===== src/rtl/csr_exec_unit_pkg.sv =====
`default_nettype none
// ============================================================================
// Module      : csr_exec_unit_pkg
// Description : Shared function-unit opcode type for the CSR execution path.
// Revision    : 1.0 - initial release
// ============================================================================
package csr_exec_unit_pkg;

    typedef enum logic [1:0] {
        CSR_READ  = 2'd0,
        CSR_WRITE = 2'd1,
        CSR_SET   = 2'd2,
        CSR_CLEAR = 2'd3
    } fu_op_e;

endpackage
`default_nettype wire


===== src/rtl/csr_exec_unit_if.sv =====
`default_nettype none
// ============================================================================
// Module      : csr_exec_unit_if
// Description : Issue, ROB-head, CSR-file, writeback and redirect signals.
// Revision    : 1.0 - initial release
// ============================================================================
interface csr_exec_unit_if
    import csr_exec_unit_pkg::*;
#(
    parameter int TAG_W = 4
) ();

    logic             req_valid;
    logic             req_ready;
    fu_op_e           req_op;
    logic             req_ecall;
    logic             req_mret;
    logic             req_nowrite;
    logic [11:0]      req_addr;
    logic [31:0]      req_operand;
    logic [31:0]      req_pc;
    logic [TAG_W-1:0] req_tag;
    logic             rob_head_valid;
    logic [TAG_W-1:0] rob_head_tag;
    logic             flush;
    fu_op_e           csr_op;
    logic [11:0]      csr_addr;
    logic [31:0]      csr_wdata;
    logic [31:0]      csr_pc;
    logic             ecall;
    logic             mret;
    logic [31:0]      csr_rdata;
    logic [31:0]      mtvec_addr;
    logic [31:0]      mepc_addr;
    logic             wb_valid;
    logic             wb_ready;
    logic [TAG_W-1:0] wb_tag;
    logic [31:0]      wb_data;
    logic             redirect_valid;
    logic [31:0]      redirect_pc;

    // The execution unit itself
    modport slave (
        input  req_valid, req_op, req_ecall, req_mret, req_nowrite,
               req_addr, req_operand, req_pc, req_tag,
               rob_head_valid, rob_head_tag, flush,
               csr_rdata, mtvec_addr, mepc_addr, wb_ready,
        output req_ready, csr_op, csr_addr, csr_wdata, csr_pc, ecall, mret,
               wb_valid, wb_tag, wb_data, redirect_valid, redirect_pc
    );

    // Issue queue, ROB, CSR register file and writeback bus
    modport master (
        output req_valid, req_op, req_ecall, req_mret, req_nowrite,
               req_addr, req_operand, req_pc, req_tag,
               rob_head_valid, rob_head_tag, flush,
               csr_rdata, mtvec_addr, mepc_addr, wb_ready,
        input  req_ready, csr_op, csr_addr, csr_wdata, csr_pc, ecall, mret,
               wb_valid, wb_tag, wb_data, redirect_valid, redirect_pc
    );

endinterface
`default_nettype wire


===== src/rtl/csr_exec_unit.sv =====
`default_nettype none
// ============================================================================
// Module      : csr_exec_unit
// Description : Single-entry CSR/ECALL/MRET executor serialised to ROB head.
// Revision    : 1.0 - initial release
// ============================================================================
module csr_exec_unit
    import csr_exec_unit_pkg::*;
#(
    parameter int TAG_W = 4
) (
    input  wire logic       clock,
    input  wire logic       reset,
    csr_exec_unit_if.slave  bus
);

    localparam logic [1:0] c_st_idle      = 2'd0;
    localparam logic [1:0] c_st_wait_head = 2'd1;
    localparam logic [1:0] c_st_exec      = 2'd2;
    localparam logic [1:0] c_st_wb        = 2'd3;

    logic [1:0]       r_state;
    logic [1:0]       w_next_state;
    fu_op_e           r_op;
    logic             r_ecall;
    logic             r_mret;
    logic             r_nowrite;
    logic [11:0]      r_addr;
    logic [31:0]      r_wdata;
    logic [31:0]      r_pc;
    logic [TAG_W-1:0] r_tag;
    logic [31:0]      r_wb_data;
    logic [31:0]      r_redirect_pc;
    logic             r_first_wb;
    logic             w_accept;
    logic             w_head_match;

    assign w_accept     = (r_state == c_st_idle) && bus.req_valid && !bus.flush;
    assign w_head_match = bus.rob_head_valid && (bus.rob_head_tag == r_tag);

    always_ff @(posedge clock) begin
        if (reset) begin
            r_state <= c_st_idle;
        end else begin
            r_state <= w_next_state;
        end
    end

    always_comb begin
        w_next_state = r_state;
        case (r_state)
            c_st_idle:      if (w_accept) w_next_state = c_st_wait_head;
            // Flush wins over a same-cycle head match
            c_st_wait_head: if (bus.flush) w_next_state = c_st_idle;
                            else if (w_head_match) w_next_state = c_st_exec;
            c_st_exec:      w_next_state = c_st_wb;
            c_st_wb:        if (bus.wb_ready) w_next_state = c_st_idle;
            default:        w_next_state = c_st_idle;
        endcase
    end

    always_ff @(posedge clock) begin
        if (reset) begin
            r_op          <= CSR_READ;
            r_ecall       <= 1'b0;
            r_mret        <= 1'b0;
            r_nowrite     <= 1'b0;
            r_addr        <= '0;
            r_wdata       <= '0;
            r_pc          <= '0;
            r_tag         <= '0;
            r_wb_data     <= '0;
            r_redirect_pc <= '0;
            r_first_wb    <= 1'b0;
        end else begin
            r_first_wb <= (r_state == c_st_exec);
            if (w_accept) begin
                r_op      <= bus.req_op;
                r_ecall   <= bus.req_ecall;
                r_mret    <= bus.req_mret;
                r_nowrite <= bus.req_nowrite;
                r_addr    <= bus.req_addr;
                r_wdata   <= bus.req_operand;
                r_pc      <= bus.req_pc;
                r_tag     <= bus.req_tag;
            end
            if (r_state == c_st_exec) begin
                r_wb_data     <= (r_ecall || r_mret) ? 32'd0 : bus.csr_rdata;
                r_redirect_pc <= r_ecall ? bus.mtvec_addr :
                                 (r_mret ? bus.mepc_addr : 32'd0);
            end
        end
    end

    // Outputs are masked during reset so they read as idle in the reset cycle itself
    always_comb begin
        bus.req_ready      = (r_state == c_st_idle) && !reset;
        bus.csr_op         = CSR_READ;
        bus.ecall          = 1'b0;
        bus.mret           = 1'b0;
        bus.wb_valid       = (r_state == c_st_wb) && !reset;
        bus.redirect_valid = (r_state == c_st_wb) && r_first_wb &&
                             (r_ecall || r_mret) && !reset;
        if ((r_state == c_st_exec) && !reset) begin
            bus.csr_op = (r_nowrite || r_ecall || r_mret) ? CSR_READ : r_op;
            bus.ecall  = r_ecall;
            bus.mret   = r_mret;
        end
        bus.csr_addr    = reset ? 12'd0 : r_addr;
        bus.csr_wdata   = reset ? 32'd0 : r_wdata;
        bus.csr_pc      = reset ? 32'd0 : r_pc;
        bus.wb_tag      = reset ? '0 : r_tag;
        bus.wb_data     = reset ? 32'd0 : r_wb_data;
        bus.redirect_pc = reset ? 32'd0 : r_redirect_pc;
    end

endmodule
`default_nettype wire


===== src/flat_wrapper.sv =====
// flat-port wrapper written by rule: the top's interface ports become plain ports
module csr_exec_unit_flat import csr_exec_unit_pkg::*;
#(
    parameter int TAG_W = 4
)
  (clock, reset, bus_req_valid, bus_req_op, bus_req_ecall, bus_req_mret, bus_req_nowrite, bus_req_addr, bus_req_operand, bus_req_pc, bus_req_tag, bus_rob_head_valid, bus_rob_head_tag, bus_flush, bus_csr_rdata, bus_mtvec_addr, bus_mepc_addr, bus_wb_ready, bus_req_ready, bus_csr_op, bus_csr_addr, bus_csr_wdata, bus_csr_pc, bus_ecall, bus_mret, bus_wb_valid, bus_wb_tag, bus_wb_data, bus_redirect_valid, bus_redirect_pc);
  csr_exec_unit_if #(.TAG_W(TAG_W)) bus_i ();
  input  wire logic clock;
  input  wire logic reset;
  input wire logic [$bits(bus_i.req_valid)-1:0] bus_req_valid;
  input wire logic [$bits(bus_i.req_op)-1:0] bus_req_op;
  input wire logic [$bits(bus_i.req_ecall)-1:0] bus_req_ecall;
  input wire logic [$bits(bus_i.req_mret)-1:0] bus_req_mret;
  input wire logic [$bits(bus_i.req_nowrite)-1:0] bus_req_nowrite;
  input wire logic [$bits(bus_i.req_addr)-1:0] bus_req_addr;
  input wire logic [$bits(bus_i.req_operand)-1:0] bus_req_operand;
  input wire logic [$bits(bus_i.req_pc)-1:0] bus_req_pc;
  input wire logic [$bits(bus_i.req_tag)-1:0] bus_req_tag;
  input wire logic [$bits(bus_i.rob_head_valid)-1:0] bus_rob_head_valid;
  input wire logic [$bits(bus_i.rob_head_tag)-1:0] bus_rob_head_tag;
  input wire logic [$bits(bus_i.flush)-1:0] bus_flush;
  input wire logic [$bits(bus_i.csr_rdata)-1:0] bus_csr_rdata;
  input wire logic [$bits(bus_i.mtvec_addr)-1:0] bus_mtvec_addr;
  input wire logic [$bits(bus_i.mepc_addr)-1:0] bus_mepc_addr;
  input wire logic [$bits(bus_i.wb_ready)-1:0] bus_wb_ready;
  output wire logic [$bits(bus_i.req_ready)-1:0] bus_req_ready;
  output wire logic [$bits(bus_i.csr_op)-1:0] bus_csr_op;
  output wire logic [$bits(bus_i.csr_addr)-1:0] bus_csr_addr;
  output wire logic [$bits(bus_i.csr_wdata)-1:0] bus_csr_wdata;
  output wire logic [$bits(bus_i.csr_pc)-1:0] bus_csr_pc;
  output wire logic [$bits(bus_i.ecall)-1:0] bus_ecall;
  output wire logic [$bits(bus_i.mret)-1:0] bus_mret;
  output wire logic [$bits(bus_i.wb_valid)-1:0] bus_wb_valid;
  output wire logic [$bits(bus_i.wb_tag)-1:0] bus_wb_tag;
  output wire logic [$bits(bus_i.wb_data)-1:0] bus_wb_data;
  output wire logic [$bits(bus_i.redirect_valid)-1:0] bus_redirect_valid;
  output wire logic [$bits(bus_i.redirect_pc)-1:0] bus_redirect_pc;
  assign bus_i.req_valid = bus_req_valid;
  assign bus_i.req_op = bus_req_op;
  assign bus_i.req_ecall = bus_req_ecall;
  assign bus_i.req_mret = bus_req_mret;
  assign bus_i.req_nowrite = bus_req_nowrite;
  assign bus_i.req_addr = bus_req_addr;
  assign bus_i.req_operand = bus_req_operand;
  assign bus_i.req_pc = bus_req_pc;
  assign bus_i.req_tag = bus_req_tag;
  assign bus_i.rob_head_valid = bus_rob_head_valid;
  assign bus_i.rob_head_tag = bus_rob_head_tag;
  assign bus_i.flush = bus_flush;
  assign bus_i.csr_rdata = bus_csr_rdata;
  assign bus_i.mtvec_addr = bus_mtvec_addr;
  assign bus_i.mepc_addr = bus_mepc_addr;
  assign bus_i.wb_ready = bus_wb_ready;
  assign bus_req_ready = bus_i.req_ready;
  assign bus_csr_op = bus_i.csr_op;
  assign bus_csr_addr = bus_i.csr_addr;
  assign bus_csr_wdata = bus_i.csr_wdata;
  assign bus_csr_pc = bus_i.csr_pc;
  assign bus_ecall = bus_i.ecall;
  assign bus_mret = bus_i.mret;
  assign bus_wb_valid = bus_i.wb_valid;
  assign bus_wb_tag = bus_i.wb_tag;
  assign bus_wb_data = bus_i.wb_data;
  assign bus_redirect_valid = bus_i.redirect_valid;
  assign bus_redirect_pc = bus_i.redirect_pc;
  csr_exec_unit #(.TAG_W(TAG_W)) u_core (.clock(clock), .reset(reset), .bus(bus_i));
endmodule

===== config.mk =====
export PLATFORM = sky130hd
export DESIGN_NAME = csr_exec_unit_flat
export DESIGN_NICKNAME = d
export VERILOG_FILES = /design/src/rtl/csr_exec_unit_pkg.sv /design/src/rtl/csr_exec_unit_if.sv /design/src/rtl/csr_exec_unit.sv /design/src/flat_wrapper.sv
export SDC_FILE = /design/constraint.sdc
export NUM_CORES = 1
export LEC_CHECK = 0
export BUFFER_PORTS_ARGS = -buffer_cell sky130_fd_sc_hd__buf_2
export CELL_PAD_IN_SITES_DETAIL_PLACEMENT = 0
export CELL_PAD_IN_SITES_GLOBAL_PLACEMENT = 1
export CORE_ASPECT_RATIO = 0.7
export CORE_UTILIZATION = 25
export DETAILED_ROUTE_END_ITERATION = 12
export PLACE_DENSITY = 0.69
export SLEW_MARGIN = 15
export SYNTH_ARGS = -nofsm -noshare
export SYNTH_HDL_FRONTEND = slang
export SYNTH_SLANG_ARGS = --single-unit

===== constraint.sdc =====
create_clock -name clock -period 2.9 [get_ports clock]
set_input_delay 0.58 -clock clock [delete_from_list [all_inputs] [get_ports clock]]
set_output_delay 0.58 -clock clock [all_outputs]
set_load 0.05 [all_outputs]

==> impl_metrics.ini, run 1 <==
[critical_path]
cp_max_fo = 11
end_kind = primary output
cp_cell_sequence = nor2b_2 > and3_1 > buf_2
critPathBufInv = 1
cp_slowest_cell = dfxtp_1
cp_slowest_stage_delay_ns = 0.57
critPathRequiredTime_ns = 2.32
startpoint_type = flop
arrival_ns = 1.85
path_delay_family = simple AND/OR/NAND/NOR gates
critPathKind = reg2out

[placement]
place.detailed.hpwl_um = 14400
io_buffer_count = 341
place_area_um2 = 8420
gp_congestion = 0.738

[logic_synthesis]
synth.area.top_cells = dfxtp_1 47%, nor2b_1 14%, nand2_1 8.3%
synth_adder_area_share = 0
synth-compound-area-share = 0.156
synth_top_family_by_area = simple AND/OR/NAND/NOR gates
synth.avg_cell_area_um2 = 8.27
seq_area_frac_synth = 0.468
netlist_instances = 786
synth.area.mux_share = 0
synth_xor_xnor_area_share = 0.00539
synthSimpleGateAreaFrac = 0.314
synth.ff_latch_count = 152
synth.distinct_cells = 26
synth_nets = 977
synthesis.area_um2 = 6500
synth_top_area_frac = 0.468
synth.largest_area_cell = dfxtp_1
yosys_warnings = 0

[sta]
fin_hold_ws_ns = 0.367
hold_violations = 0
slew_headroom = 0.581
finalClockSkew_ns = 0.0124
drv_slew = 0
setup_viol = 0
tightest_slew_ns = 0.629
period_needed_ns = 2.43
grt_setup_unrepaired = false
timing.final.crit_share = 0.837
fmax_mhz = 412
fin_tns_setup_ns = 0

[pwr]
peakVddDrop_mv = 0.381
leakagePower_nw = 4.14
power_density_nw_per_um2 = 554

[detailed_routing]
wl_per_cell_um = 14.2
vias_per_cell = 4.36
drc = 0
route.vias.total = 6207
drtPass1Iterations = 4
routed_wl_um = 20200
first_iter_violations = 170
ant_nets = 0

[floorplan]
dieWidth_um = 195
core_area_um2 = 25100
rows = 48
die_area_um2 = 26600
ios = 342
initial_core_util = 0.259
die_h_um = 137

[grt]
antenna_found_initial = 2
grtUsageTotal = 0.149
overflow = 0
grt_pass1_wl_um = 30900
grt_pass1_vias = 5652
grt_max_degree = 109

[cells_and_area]
num-fill-cells = 2675
final_cell_area_um2 = 9040
area_growth_pct = 39.1
finalNetCount = 1276
final_cell_mix = 340 x buf_2, 152 x dfxtp_1, 144 x nor2b_1, 144 x nand2_1, 85 x a21oi_1
layout_commonest_cell = buf_2
drive_above_1_share = 0.383

[run]
max_cap_violations = 0

[clocking]
cts_setup_buffers = 0
postCtsHoldBufs = 0
clockRootBuffer = clkbuf_16
insertion_delay_ns = 0.43
cts-buffers-inserted = 17
clk_pin_slew_ns = 0.07
clock_path_buffers = 2
cts_sinks = 152
cts_resized = 0
tritoncts = done
h-tree-depth = 4

[min_path]
holdCritPathClass = in2reg

[run_status]
status = finished, final reports clean
Yosys cell counts:
master	number
or4b_4	1
clkbuf_1	50
a221oi_1	33
nor4_1	1
nor2_1	36
nor4b_2	1
and2_1	2
nand2_2	30
nand2_1	144
o21ai_0	2
inv_1	1
and3_1	2
buf_1	3
xor2_1	4
and3b_1	2
a21oi_1	85
buf_4	5
dfxtp_1	152
buf_6	7
a22o_1	32
a32o_1	1
buf_2	8
nor2b_1	146
nor3_1	36
nand2b_1	1
clkbuf_2	1
registers in the layout, summed over array words and instances, names as in the netlist, 2 cells and up, named ones only:
register,cells
u_core.r_tag,4
u_core.r_wdata,32
u_core.r_redirect_pc,32
u_core.r_pc,32
u_core.r_addr,12
u_core.r_wb_data,32
u_core.r_op,2
metrics by stage:
step	power (W)	worst slack, ns	instances	util
final	0.00501	0.472	1424	0.360
after global routing	0.00524	0.290	1423	0.360
after CTS	0.00511	0.416	1423	0.360
after detailed placement	0.00276	0.583	1391	0.336
after global placement	0.00275	0.613	1391	0.336
after floorplan	0.00254	0.0776	786	-
final cells by class:
cell class | count | area [um2] | area share
Inverter | 1 | 3.75 | 0.000415
Sequential cell | 152 | 3040 | 0.337
Clock inverter | 11 | 134 | 0.0148
Multi-Input combinational cell | 559 | 3110 | 0.344
Tap cell | 325 | 407 | 0.0450
Timing Repair Buffer | 354 | 1860 | 0.206
Clock buffer | 21 | 480 | 0.0531
Antenna cell | 1 | 2.50 | 0.000277
where the power goes:
group          switching [W]  leakage [nW]  internal [W]  total (W)
clock network       0.000934         0.289       0.00137    0.00231
registers          0.0000362          1.23       0.00214    0.00218
logic               0.000328          2.62      0.000193   0.000522
worst reg2reg max path: cells and delay by family, from the launching register on:
kind / cells / cell delay (ns)
AND/OR/NAND/NOR: 2 / 0.98
flip-flops: 1 / 0.43
buffers and inverters: 1 / 0.34
AO/OA/AOI/OAI: 1 / 0.06
cell families after synthesis:
kind of cell	after synthesis
simple gates	402
buf+inv	75
xor+xnor	4
flops	152
compound gates	153
final timing paths:
kind	from	end	slack (ns)	cells after the start
max	flop	bus_ecall	0.47	3
min	bus_csr_rdata[18]	u_core.r_wb_data[18]$_SDFFE_PP0N_	0.37	2
max reg2reg	flop	u_core.r_ecall$_SDFFE_PP0P_	0.96	4
min reg2reg	u_core.r_addr[11]$_SDFFE_PP0P_	u_core.r_addr[11]$_SDFFE_PP0P_	0.45	2
per-layer routing:
layer	wire length, um	track usage	vias up
met4	184	0.0450	2
met1	9570	0.193	2752
li1	-	-	3210
met5	9	0	-
met3	1760	0.0604	14
met2	8700	0.226	229
Note: power is estimated with default switching activity, not from simulation.
==> run 2, diff against run 1 <==
- PLACE_DENSITY: 0.69 -> 0.72
- clock period: 2.9 -> 2.2 ns (I/O delays scaled with it)
==> impl_metrics.ini, run 2 (synthesis gave the netlist of run 1 again) <==
[floorplan]
die_h_um = 137
die_area_um2 = 26600
rows = 48
core_area_um2 = 25100
initial_core_util = 0.259
dieWidth_um = 195
ios = 342

[sta]
fmax_mhz = 472
timing.final.crit_share = 0.962
tightest_slew_ns = 0.767
finalClockSkew_ns = 0.00790
slew_headroom = 0.489
layout_setup_ws_ns = 0.0825
drv_slew = 0
setup_viol = 0
hold_violations = 0
period_needed_ns = 2.12

[critical_path]
cp_slowest_stage_delay_ns = 0.40
arrival_ns = 1.68
end_kind = primary output
cp_max_fo = 8
critPathBufInv = 1
path_delay_family = simple AND/OR/NAND/NOR gates
critPathRequiredTime_ns = 1.76
cp_cell_sequence = nor4_1 > and2_4 > and3b_1 > clkbuf_4
crit_cells = 4
cp_slowest_cell = dfxtp_1
rr_startpoint = u_core.r_state[0]$_SDFFE_PP0P_
crit_end = bus_csr_op[1]
startpoint_type = flop
reg2reg_depth = 3
critPathKind = reg2out
timing.rr.end = u_core.r_wb_data[5]$_SDFFE_PP0N_
regToRegSetupSlack_ns = 0.30
cp-startpoint = u_core.r_state[0]$_SDFFE_PP0P_

[detailed_routing]
first_iter_violations = 170
ant_nets = 0
route.vias.total = 6371
routed_wl_um = 20700
drtPass1Iterations = 4
drc = 0
wl_per_cell_um = 14.5
vias_per_cell = 4.47

[cells_and_area]
area_growth_pct = 40.5
drive_above_1_share = 0.386
num-fill-cells = 2656
instances_no_fill = 1425
layout_commonest_cell = buf_2
final_cell_mix = 338 x buf_2, 151 x dfxtp_1, 144 x nor2b_1, 144 x nand2_1, 85 x a21oi_1
finalNetCount = 1277

[pwr]
power_density_nw_per_um2 = 743
power.total_w = 0.00679
leakagePower_nw = 4.18
peakVddDrop_mv = 0.492

[placement]
place.detailed.hpwl_um = 14600
io_buffer_count = 341
gp_congestion = 0.749
place_ws_ns = 0.267
dp_cells = 1392

[grt]
overflow = 0
grt_pass1_vias = 5828
grt_max_degree = 95
grt_pass1_wl_um = 31400
grtUsageTotal = 0.150
antenna_found_initial = 3

[run]
max_cap_violations = 0

[clocking]
clock_path_buffers = 2
tritoncts = done
cts_sinks = 152
cts-buffers-inserted = 17
insertion_delay_ns = 0.42
h-tree-depth = 4
cts_setup_buffers = 0
clk_pin_slew_ns = 0.06
clockRootBuffer = clkbuf_16

[min_path]
worstHoldStart = bus_csr_rdata[3]
holdCritPathClass = in2reg

[run_status]
status = finished, final reports clean
-- run 2: cell types whose count changed in the layout (fill, tap and decap cells not counted), moves of 2 or more --
cell | previous run | this run
buf_12 | 4 | 6
buf_2 | 340 | 338
bufinv_16 | 2 | 4
clkinvlp_4 | 4 | 2
inv_6 | 4 | 2
nor2b_2 | 2 | 0
nor2b_4 | 0 | 2
nor3_1 | 36 | 34
nor3_2 | 0 | 2
-- run 2: timing repair --
item / 4_1_cts / 5_1_grt
gates resized for setup: 3 / 4
setup endpoints to repair: 4 / 3
hold buffers: 0 / 0
-- run 2: through the flow --
| stage | TNS, ns | area (um2) | utilization | hold WS [ns] |
|---|---|---|---|---|
| 5_1_grt | -0.00132 | 9130 | 0.363 | 0.210 |
| 4_1_cts | 0 | 9110 | 0.363 | 0.201 |
| 3_3_place_gp | 0 | 8470 | 0.337 | 0.437 |
| 2_1_floorplan | 0 | 6510 | - | 0.432 |
| 6_report | 0 | 9130 | 0.364 | 0.232 |
| 3_5_place_dp | 0 | 8470 | 0.337 | 0.442 |
-- run 2: final cells by class --
cell class                      count  area, um2  share of cell area
Antenna cell                        2       5.00            0.000548
Clock buffer                       21        470              0.0515
Timing Repair Buffer              355       1900               0.209
Tap cell                          325        407              0.0445
Inverter                            1       3.75            0.000411
Sequential cell                   152       3040               0.333
Clock inverter                     10        166              0.0182
Multi-Input combinational cell    559       3130               0.343
-- run 2: power by group --
group          internal [W]  switching (W)
clock               0.00199        0.00121
sequential          0.00283      0.0000430
combinational      0.000264       0.000446
-- run 2: per-layer routing --
layer	vias to the layer above	wire length, um	GRT usage
li1	3217	-	-
met3	22	1950	0.0638
met4	2	244	0.0437
met2	235	9050	0.230
met1	2895	9400	0.191
met5	-	13	0
-- run 2: worst min-delay path by stage --
stage,slack [ns],cells after the start,end
2_1_floorplan,0.43,2,u_core.r_addr[0]$_SDFFE_PP0P_
3_3_place_gp,0.44,2,u_core.r_pc[15]$_SDFFE_PP0P_
6_report,0.23,2,u_core.r_wb_data[3]$_SDFFE_PP0N_
3_5_place_dp,0.44,2,u_core.r_wdata[31]$_SDFFE_PP0P_
5_1_grt,0.21,2,u_core.r_wb_data[18]$_SDFFE_PP0N_
4_1_cts,0.20,2,u_core.r_wb_data[3]$_SDFFE_PP0N_
-- run 2: worst reg2reg max path, stage by stage (launching register included) --
cell and delay [ns]:
dfxtp_1 0.51, nand2b_2 0.68, buf_4 0.46, a22o_1 0.21
